==> src/rtl/host_ctrl_pkg.sv <==
// Shared definitions for the host control decoder: CSR word map, FSM states, run modes.
package host_ctrl_pkg;

  // CSR word indices inside the CSR window (byte offset >> 2)
  localparam logic [2:0] CSR_CTRL   = 3'd0;  // 0x00
  localparam logic [2:0] CSR_CFG0   = 3'd1;  // 0x04
  localparam logic [2:0] CSR_CFG1   = 3'd2;  // 0x08
  localparam logic [2:0] CSR_STATUS = 3'd3;  // 0x0C
  localparam logic [2:0] CSR_DONE   = 3'd4;  // 0x10
  localparam logic [2:0] CSR_IRQEN  = 3'd5;  // 0x14
  localparam logic [2:0] CSR_CYCLES = 3'd6;  // 0x18
  localparam logic [2:0] CSR_ERR    = 3'd7;  // 0x1C

  // Run modes written to CTRL[1:0]
  localparam logic [1:0] MODE_SA = 2'd1;
  localparam logic [1:0] MODE_FC = 2'd2;

  typedef enum logic [1:0] {
    ST_IDLE = 2'd0,
    ST_RUN  = 2'd1,
    ST_CMPL = 2'd2
  } fsm_state_e;

  // Error counter sticks at all-ones instead of wrapping
  function automatic logic [15:0] sat_inc16(input logic [15:0] v);
    return (&v) ? v : v + 16'd1;
  endfunction

endpackage

==> src/rtl/rd_lat_pipe.sv <==
// Fixed-depth valid/ID/data shift register that delays read context so it lines up
// with memory read data. DEPTH = 0 degenerates to a wire.
module rd_lat_pipe #(
  parameter int DEPTH  = 1,
  parameter int ID_W   = 3,
  parameter int DATA_W = 32
) (
  input  logic              clk,
  input  logic              rst_n,
  input  logic              i_vld,
  input  logic [ID_W-1:0]   i_id,
  input  logic [DATA_W-1:0] i_data,
  output logic              o_vld,
  output logic [ID_W-1:0]   o_id,
  output logic [DATA_W-1:0] o_data
);

  if (DEPTH == 0) begin : g_bypass
    assign o_vld  = i_vld;
    assign o_id   = i_id;
    assign o_data = i_data;
  end else begin : g_pipe
    logic [DEPTH-1:0]             r_vld_pipe;
    logic [DEPTH-1:0][ID_W-1:0]   r_id_pipe;
    logic [DEPTH-1:0][DATA_W-1:0] r_data_pipe;

    // Shift one stage per cycle; stage 0 takes the new request
    always_ff @(posedge clk or negedge rst_n) begin
      if (!rst_n) begin
        r_vld_pipe  <= '0;
        r_id_pipe   <= '0;
        r_data_pipe <= '0;
      end else begin
        r_vld_pipe[0]  <= i_vld;
        r_id_pipe[0]   <= i_id;
        r_data_pipe[0] <= i_data;
        for (int s = 1; s < DEPTH; s++) begin
          r_vld_pipe[s]  <= r_vld_pipe[s-1];
          r_id_pipe[s]   <= r_id_pipe[s-1];
          r_data_pipe[s] <= r_data_pipe[s-1];
        end
      end
    end

    assign o_vld  = r_vld_pipe[DEPTH-1];
    assign o_id   = r_id_pipe[DEPTH-1];
    assign o_data = r_data_pipe[DEPTH-1];
  end

endmodule

==> src/rtl/host_ctrl_decoder.sv <==
// Host-side front end: decodes memory windows and the CSR window from the BRAM-controller
// port, holds run config, sequences runs with a small FSM, and returns read data at a
// fixed latency for every window.
module host_ctrl_decoder
  import host_ctrl_pkg::*;
#(
  parameter int ADDR_W       = 22,
  parameter int DATA_W       = 8,
  parameter int PTR_W        = 17,
  parameter int NUM_REG      = 3,
  parameter int REGION_SHIFT = 19,
  parameter int MEM_RD_LAT   = 1,
  parameter int DONE_W       = 17
) (
  input  logic                      clk,
  input  logic                      rst_n,
  input  logic [ADDR_W-1:0]         addr_a,
  input  logic [31:0]               wrdata_a,
  output logic [31:0]               rddata_a,
  input  logic                      en_a,
  input  logic [3:0]                we_a,
  output logic [1:0]                start_o,
  output logic [1:0]                nth_conv_o,
  output logic [4:0]                ofmap_size_o,
  output logic [5:0]                ifmap_ch_o,
  output logic [8:0]                in_node_num_o,
  output logic [6:0]                out_node_num_o,
  output logic                      busy_o,
  output logic                      irq_o,
  input  logic [DONE_W-1:0]         done_i,
  output logic [NUM_REG-1:0]        mem_wren_o,
  output logic [NUM_REG-1:0]        mem_rden_o,
  output logic [PTR_W-1:0]          mem_ptr_o,
  output logic [DATA_W-1:0]         mem_wdata_o,
  input  logic [NUM_REG*DATA_W-1:0] mem_rdata_i
);

  localparam int RID_W = ADDR_W - REGION_SHIFT;

  // ---------------------------------------------------------------- decode
  logic [RID_W-1:0]   w_rid;
  logic               w_wr, w_rd;
  logic               w_csr_hit, w_csr_off_ok, w_unmapped;
  logic [2:0]         w_csr_idx;
  logic [NUM_REG-1:0] w_win_hit;

  assign w_rid        = addr_a[ADDR_W-1:REGION_SHIFT];
  assign w_wr         = en_a & (|we_a);
  assign w_rd         = en_a & ~(|we_a);
  assign w_csr_hit    = (w_rid == '0);
  assign w_csr_off_ok = (addr_a[REGION_SHIFT-1:5] == '0);
  assign w_csr_idx    = addr_a[4:2];

  for (genvar k = 0; k < NUM_REG; k++) begin : g_win
    assign w_win_hit[k] = (w_rid == RID_W'(k + 1));
  end

  assign w_unmapped = ~w_csr_hit & ~(|w_win_hit);

  // Memory side is purely combinational from the host bus
  assign mem_wren_o  = {NUM_REG{w_wr}} & w_win_hit;
  assign mem_rden_o  = {NUM_REG{w_rd}} & w_win_hit;
  assign mem_ptr_o   = addr_a[PTR_W+1:2];
  assign mem_wdata_o = wrdata_a[DATA_W-1:0];

  // ---------------------------------------------------------------- state
  fsm_state_e        r_state;
  logic [1:0]        r_mode;
  logic [1:0]        r_start;
  logic [31:0]       r_cycles;
  logic              r_complete;
  logic              r_irq;
  logic              r_irq_en;
  logic [12:0]       r_cfg0;
  logic [8:0]        r_cfg1_in;
  logic [6:0]        r_cfg1_out;
  logic [DONE_W-1:0] r_sticky;
  logic [15:0]       r_err;
  logic [31:0]       r_rddata;

  logic w_busy;
  logic w_csr_wr;
  logic w_wr_ctrl, w_wr_cfg0, w_wr_cfg1, w_wr_done, w_wr_irqen;
  logic w_cfg_blocked, w_err_evt, w_start, w_run_exit;

  assign w_busy     = (r_state != ST_IDLE);
  assign w_csr_wr   = w_wr & w_csr_hit & w_csr_off_ok;
  assign w_wr_ctrl  = w_csr_wr & (w_csr_idx == CSR_CTRL);
  assign w_wr_cfg0  = w_csr_wr & (w_csr_idx == CSR_CFG0);
  assign w_wr_cfg1  = w_csr_wr & (w_csr_idx == CSR_CFG1);
  assign w_wr_done  = w_csr_wr & (w_csr_idx == CSR_DONE);
  assign w_wr_irqen = w_csr_wr & (w_csr_idx == CSR_IRQEN);

  // Config is frozen while a run is in flight; attempts count as errors
  assign w_cfg_blocked = w_busy & (w_wr_ctrl | w_wr_cfg0 | w_wr_cfg1);
  assign w_err_evt     = (en_a & w_unmapped) | w_cfg_blocked;
  assign w_start       = w_wr_ctrl & ~w_busy & (wrdata_a[1:0] != 2'd0);

  // Mode 3 is accepted as a start but has no completion condition; only reset ends it
  assign w_run_exit = ((r_mode == MODE_FC) & r_sticky[DONE_W-1]) |
                      ((r_mode == MODE_SA) & (&r_sticky[DONE_W-2:0]));

  // Run FSM: start pulse, cycle counter and completion flag
  always_ff @(posedge clk or negedge rst_n) begin
    if (!rst_n) begin
      r_state    <= ST_IDLE;
      r_mode     <= 2'd0;
      r_start    <= 2'd0;
      r_cycles   <= 32'd0;
      r_complete <= 1'b0;
    end else begin
      r_start <= 2'd0;
      if (w_wr_done && wrdata_a[31]) r_complete <= 1'b0;
      case (r_state)
        ST_IDLE: begin
          if (w_start) begin
            r_state    <= ST_RUN;
            r_mode     <= wrdata_a[1:0];
            r_start    <= wrdata_a[1:0];
            r_cycles   <= 32'd0;
            r_complete <= 1'b0;
          end
        end
        ST_RUN: begin
          r_cycles <= r_cycles + 32'd1;
          if (w_run_exit) r_state <= ST_CMPL;
        end
        ST_CMPL: begin
          // Setting complete here wins over a W1C in the same cycle
          r_complete <= 1'b1;
          r_state    <= ST_IDLE;
        end
        default: r_state <= ST_IDLE;
      endcase
    end
  end

  // Sticky done flags: OR in pulses every cycle, W1C clear loses to a concurrent pulse
  always_ff @(posedge clk or negedge rst_n) begin
    if (!rst_n) begin
      r_sticky <= '0;
    end else if (w_start) begin
      r_sticky <= done_i;
    end else if (w_wr_done) begin
      r_sticky <= (r_sticky & ~wrdata_a[DONE_W-1:0]) | done_i;
    end else begin
      r_sticky <= r_sticky | done_i;
    end
  end

  // Run configuration and IRQ enable; full-word writes, byte enables ignored
  always_ff @(posedge clk or negedge rst_n) begin
    if (!rst_n) begin
      r_cfg0     <= 13'd0;
      r_cfg1_in  <= 9'd0;
      r_cfg1_out <= 7'd0;
      r_irq_en   <= 1'b0;
    end else begin
      if (w_wr_cfg0 && !w_busy) r_cfg0 <= wrdata_a[12:0];
      if (w_wr_cfg1 && !w_busy) begin
        r_cfg1_in  <= wrdata_a[8:0];
        r_cfg1_out <= wrdata_a[22:16];
      end
      if (w_wr_irqen) r_irq_en <= wrdata_a[0];
    end
  end

  // Registered level interrupt and saturating error counter
  always_ff @(posedge clk or negedge rst_n) begin
    if (!rst_n) begin
      r_irq <= 1'b0;
      r_err <= 16'd0;
    end else begin
      r_irq <= r_irq_en & r_complete;
      if (w_err_evt) r_err <= sat_inc16(r_err);
    end
  end

  // ---------------------------------------------------------------- read path
  logic [31:0] w_csr_rdata;

  // CSR read value, sampled at request time and carried down the latency pipe
  always_comb begin
    w_csr_rdata = 32'd0;
    if (w_csr_off_ok) begin
      case (w_csr_idx)
        CSR_CFG0:   w_csr_rdata = {19'd0, r_cfg0};
        CSR_CFG1:   w_csr_rdata = {9'd0, r_cfg1_out, 7'd0, r_cfg1_in};
        CSR_STATUS: w_csr_rdata = {29'd0, r_state, w_busy};
        CSR_DONE: begin
          w_csr_rdata[DONE_W-1:0] = r_sticky;
          w_csr_rdata[31]         = r_complete;
        end
        CSR_IRQEN:  w_csr_rdata = {31'd0, r_irq_en};
        CSR_CYCLES: w_csr_rdata = r_cycles;
        CSR_ERR:    w_csr_rdata = {16'd0, r_err};
        default:    w_csr_rdata = 32'd0;
      endcase
    end
  end

  logic              w_pipe_vld;
  logic [RID_W-1:0]  w_pipe_id;
  logic [31:0]       w_pipe_data;
  logic [31:0]       w_rd_word;

  rd_lat_pipe #(
    .DEPTH  (MEM_RD_LAT),
    .ID_W   (RID_W),
    .DATA_W (32)
  ) u_rd_lat_pipe (
    .clk    (clk),
    .rst_n  (rst_n),
    .i_vld  (w_rd),
    .i_id   (w_rid),
    .i_data (w_csr_rdata),
    .o_vld  (w_pipe_vld),
    .o_id   (w_pipe_id),
    .o_data (w_pipe_data)
  );

  // Select CSR or zero-extended window data; unmapped regions fall through to 0
  always_comb begin
    w_rd_word = 32'd0;
    if (w_pipe_id == '0) w_rd_word = w_pipe_data;
    for (int k = 0; k < NUM_REG; k++) begin
      if (w_pipe_id == RID_W'(k + 1)) w_rd_word[DATA_W-1:0] = mem_rdata_i[k*DATA_W +: DATA_W];
    end
  end

  // Read data register; holds the last result between reads
  always_ff @(posedge clk or negedge rst_n) begin
    if (!rst_n) r_rddata <= 32'd0;
    else if (w_pipe_vld) r_rddata <= w_rd_word;
  end

  // ---------------------------------------------------------------- outputs
  assign rddata_a       = r_rddata;
  assign start_o        = r_start;
  assign nth_conv_o     = r_cfg0[1:0];
  assign ofmap_size_o   = r_cfg0[6:2];
  assign ifmap_ch_o     = r_cfg0[12:7];
  assign in_node_num_o  = r_cfg1_in;
  assign out_node_num_o = r_cfg1_out;
  assign busy_o         = w_busy;
  assign irq_o          = r_irq;

  // Byte-lane bits of the address and spare write-data bits are not decoded
  logic w_unused;
  assign w_unused = ^{addr_a[1:0], wrdata_a};

endmodule

==> config.mk <==
export PLATFORM = sky130hd
export DESIGN_NAME = host_ctrl_decoder
export DESIGN_NICKNAME = d
export VERILOG_FILES = /design/src/rtl/host_ctrl_pkg.sv /design/src/rtl/rd_lat_pipe.sv /design/src/rtl/host_ctrl_decoder.sv
export SDC_FILE = /design/constraint.sdc
export NUM_CORES = 1
export LEC_CHECK = 0
export CAP_MARGIN = 20
export CORE_AREA = 10 10 141 194
export CTS_BUF_LIST = sky130_fd_sc_hd__clkbuf_4
export DETAILED_ROUTE_END_ITERATION = 8
export DIE_AREA = 0 0 151 204
export PLACE_DENSITY = 0.61
export SLEW_MARGIN = 20
export SYNTH_ARGS = -nofsm -noshare
export SYNTH_HDL_FRONTEND = slang
export SYNTH_SLANG_ARGS = --single-unit
==> constraint.sdc <==
create_clock -name clk -period 2.6 [get_ports clk]
set_clock_uncertainty 0.05 [all_clocks]
set_input_delay 0.39 -clock clk [delete_from_list [all_inputs] [get_ports clk]]
set_output_delay 0.39 -clock clk [all_outputs]
set_load 0.01 [all_outputs]
==> impl_metrics.tcl <==
set metrics [dict create \
    finalWeightedCongestion 0.902 \
    ffs_w_async_s_r_synth_pct 100 \
    tns_ns 0 \
    max_cap_violations 0 \
    grt_start_max_net_pins 67 \
    critical_path.reg2reg.endpoint "r_cycles[25]" \
    clk_pin_slew_worst_paths_ns 0.16 \
    post-dp-hpwl_um 19000 \
    yosys-mux-area-fraction_pct 10.5 \
    clock_latency_of_the_later_clocked_register_in_the_worst_skew_pair_ns 0.58 \
    grt_antenna_before_repair 1 \
    detailroute.wirelength.met3_um 1410 \
    setup.worst_path.start_class "primary input" \
    vias_per_cell 4.98 \
    floorplan.io_pins 198 \
    worstSetupPathType "in -> out" \
    routed_wirelength_um 24500 \
    final_net_count 1106 \
    finalHoldViolations 0 \
    crit_end "mem_rden_o[1]" \
    synth_area_per_cell_um2 10.3 \
    critical_path_required_ns 2.16 \
    outcome "completed" \
    timing.final.crit_share_pct 97.4 \
    detail_route.wirelength.met1_um 10700 \
    first_pass_grt_wire_length_um 38800 \
    timing.slew.headroom_pct 57.9 \
    multiInputGateArea_um2 3370 \
    final_critical_path_setup_slack_ns 0.0679 \
    grt_remaining_overflow 0 \
    synth_simple_gate_area_share_pct 16.6 \
    avgRoutedWirePerCell_um 18.4 \
    yosys.area_share.adder_pct 0.307 \
    worst-path-max-fanout 4 \
    number_of_flops_mapped_to_enable_cells_by_yosys 0 \
    residual_antenna_violating_net_count_after_detailed_routing 0 \
    route.top_layer_used "met4" \
    dr_wl_met2_um 12100 \
    synthXorXnorAreaFrac_pct 1.50 \
    cts.root.buffer_cell "clkbuf_4" \
    synthCells 792 \
    crit_path_start "addr_a[20]" \
    ir_drop_uv 321 \
    tritoncts "yes" \
    finalNonFillerCells 1326 \
    synth-warning-count 0 \
    critical_path_arrival_ns 2.09 \
    clk_path_buf_depth 2 \
    final-seq-area_um2 4280 \
    synth-seq-cells 171 \
    cts_buffers 17 \
    setup_repair_after_global_routing_missed_its_margin "no" \
    synth.distinct_cells 57 \
    timing.hold.ws_ns 0.297 \
    synth-compound-area-share_pct 12.4 \
    worstMarginPinSlew_ns 0.631 \
    count_of_pins_over_their_slew_limit 0 \
    std_cell_core_area_um2 23800 \
    buffer_ports.inserted 187 \
    min_delay_worst_type "in -> reg" \
    number_of_clock_sinks 171 \
    post_route_cells_drive_above_1_share_pct 13.7 \
    dr.pass1.iters 4 \
    crit_end_element "output pin" \
    drt_drc_violations_left 0 \
    dp_worst_setup_slack_ns -0.407 \
    combinational_family_with_the_most_area_after_synthesis "simple AND/OR/NAND/NOR gates" \
    r2r.worst_path.cells 6 \
    gr-usage-all-layers_pct 15.9 \
    synth_ff_type "dfrtp_1" \
    initialDrtViolationCount 346 \
    power.static_leakage_nw 4.72 \
    layout_overhead_on_the_synthesized_area_pct 34.2 \
    h-tree-depth 4 \
    power.total_mw 5.21 \
    period_needed_ns 2.53 \
    grt_pass1_vias 6768 \
    die_boundary_height_um 204 \
    initial_utilization_pct 34.3 \
    reg_to_reg_startpoint "r_cycles[6]" \
    dp.cells 1292 \
    synth.net_count 896 \
    pwr_density_cell_nw_per_um2 476 \
    clock.fmax_mhz 395 \
    netlist_area_before_placement_um2 8160 \
    num_vias 6603 \
    ys_seq_area_share_pct 52.4 \
    setup_slack_of_the_worst_register_to_register_path_ns 0.52 \
    placementRows 67 \
    die_x_um 151 \
    fillCellCount 2307 \
    timing.final.setup_violations 0 \
    floorplan.die_area_um2 30800 \
]
cells by family (layout without fill, tap and decap cells):
logic type,Yosys count,after routing
xor+xnor,14,14
other cells,0,1
compound gates,170,170
mux,67,67
simple gates,261,261
fa+ha+maj,2,2
buf+inv,107,330
flops,171,171
flip-flops by register name (all words and copies together), names as in the netlist, 7 cells and up:
| signal | flops |
|---|---|
| out_node_num_o | 7 |
| rddata_a | 32 |
| u_rd_lat_pipe.o_data | 32 |
| r_sticky | 17 |
| in_node_num_o | 9 |
| r_err | 16 |
| r_cfg0 | 13 |
| r_cycles | 32 |
placed cells by master (no fill, tap or decap), types with 9 or more instances in the layout:
cell / instances
clkdlybuf4s50_1: 185
dfrtp_1: 171
o21ai_0: 70
nand2_1: 65
buf_4: 55
nor2_1: 54
inv_1: 50
a21oi_1: 43
nand3_1: 38
mux2i_1: 24
nand2b_1: 22
clkbuf_4: 18
mux2_2: 14
nand4_1: 14
o211ai_1: 13
xnor2_1: 13
and3_1: 13
and2_1: 12
mux2_4: 11
mux2_1: 10
o22ai_1: 9
what timing repair did:
| action | in CTS | in global routing |
|---|---|---|
| setup endpoints to repair | 0 | 1 |
| hold buffers | 1 | 0 |
| buffers inserted | 0 | 0 |
| hold endpoints to repair | 62 | 0 |
| gates resized for setup | 0 | 1 |
power breakdown:
part | internal (mW) | switching, mW | leakage, nW
clock | 0.703 | 1.01 | 0.169
combinational | 0.381 | 0.282 | 2.31
sequential | 2.74 | 0.102 | 2.24
total | 3.82 | 1.39 | 4.72
per-layer routing:
layer | vias up | GRT usage [%]
met3 | 16 | 3.41
met4 | 0 | 3.79
met1 | 3203 | 20.6
met5 | - | 0
met2 | 190 | 26.5
li1 | 3194 | -
worst min-delay path by stage:
| stage | start | endpoint | slack (ns) | depth (start not counted) |
|---|---|---|---|---|
| 6_report | done_i[6] | r_sticky[6] | 0.30 | 2 |
| 5_1_grt | done_i[14] | r_sticky[14] | 0.27 | 2 |
| 4_1_cts | done_i[6] | r_sticky[6] | 0.26 | 2 |
| 3_5_place_dp | u_rd_lat_pipe.o_data[16] | rddata_a[16] | 0.38 | 2 |
| 3_3_place_gp | u_rd_lat_pipe.o_data[9] | rddata_a[9] | 0.38 | 2 |
| 2_1_floorplan | rst_n | in_node_num_o[0] | 0.04 | 0 |
synthesized netlist by cell type (2+ instances only):
cell       count  area, um^2
dfrtp_1      171        4280
o21ai_0       70         350
nand2_1       65         244
nor2_1        54         203
inv_1         50         188
a21oi_1       43         215
nand3_1       38         190
buf_4         26         195
mux2i_1       24         240
clkbuf_1      23        86.3
nand2b_1      22         138
mux2_2        14         158
nand4_1       14        87.6
and3_1        13        81.3
o211ai_1      13        97.6
xnor2_1       13         114
and2_1        12        75.1
mux2_4        11         165
mux2_1        10         113
o22ai_1        9        56.3
a22oi_1        8        60.1
mux4_2         8         180
nor3_1         8        40.0
o31ai_1        8        60.1
buf_1          6        22.5
nor2b_1        6        37.5
nor4_1         6        37.5
nand3b_1       4        30.0
a221oi_1       3        26.3
or3_1          3        18.8
or4_4          3        33.8
a31oi_1        2        12.5
buf_6          2        22.5
ha_1           2        25.0
nand3_4        2        35.0
nand4b_1       2        17.5
o2111ai_1      2        17.5
o41ai_1        2        17.5
or2_2          2        12.5
per-stage QoR:
step,area (um^2),util (%)
after CTS,10900,46.0
after floorplan,8160,-
after detailed placement,10600,44.6
after global placement,10600,44.6
after global routing,10900,46.0
final,10900,46.0
worst max-delay path: stages:
cell and delay [ns]:
clkdlybuf4s50_1 0.48, buf_4 0.12, or3b_2 0.46, nor2_1 0.10, clkdlybuf4s50_1 0.55
layout make-up:
| class | instances | area share, % |
|---|---|---|
| antenna | 1 | 0.0229 |
| clock buffer | 18 | 1.23 |
| sequential | 171 | 39.1 |
| tap | 310 | 3.54 |
| inverter | 50 | 1.71 |
| multi-input combinational | 514 | 30.8 |
| timing repair buffer | 248 | 21.9 |
| clock inverter | 14 | 1.69 |
(Power assumes the default switching activity.)
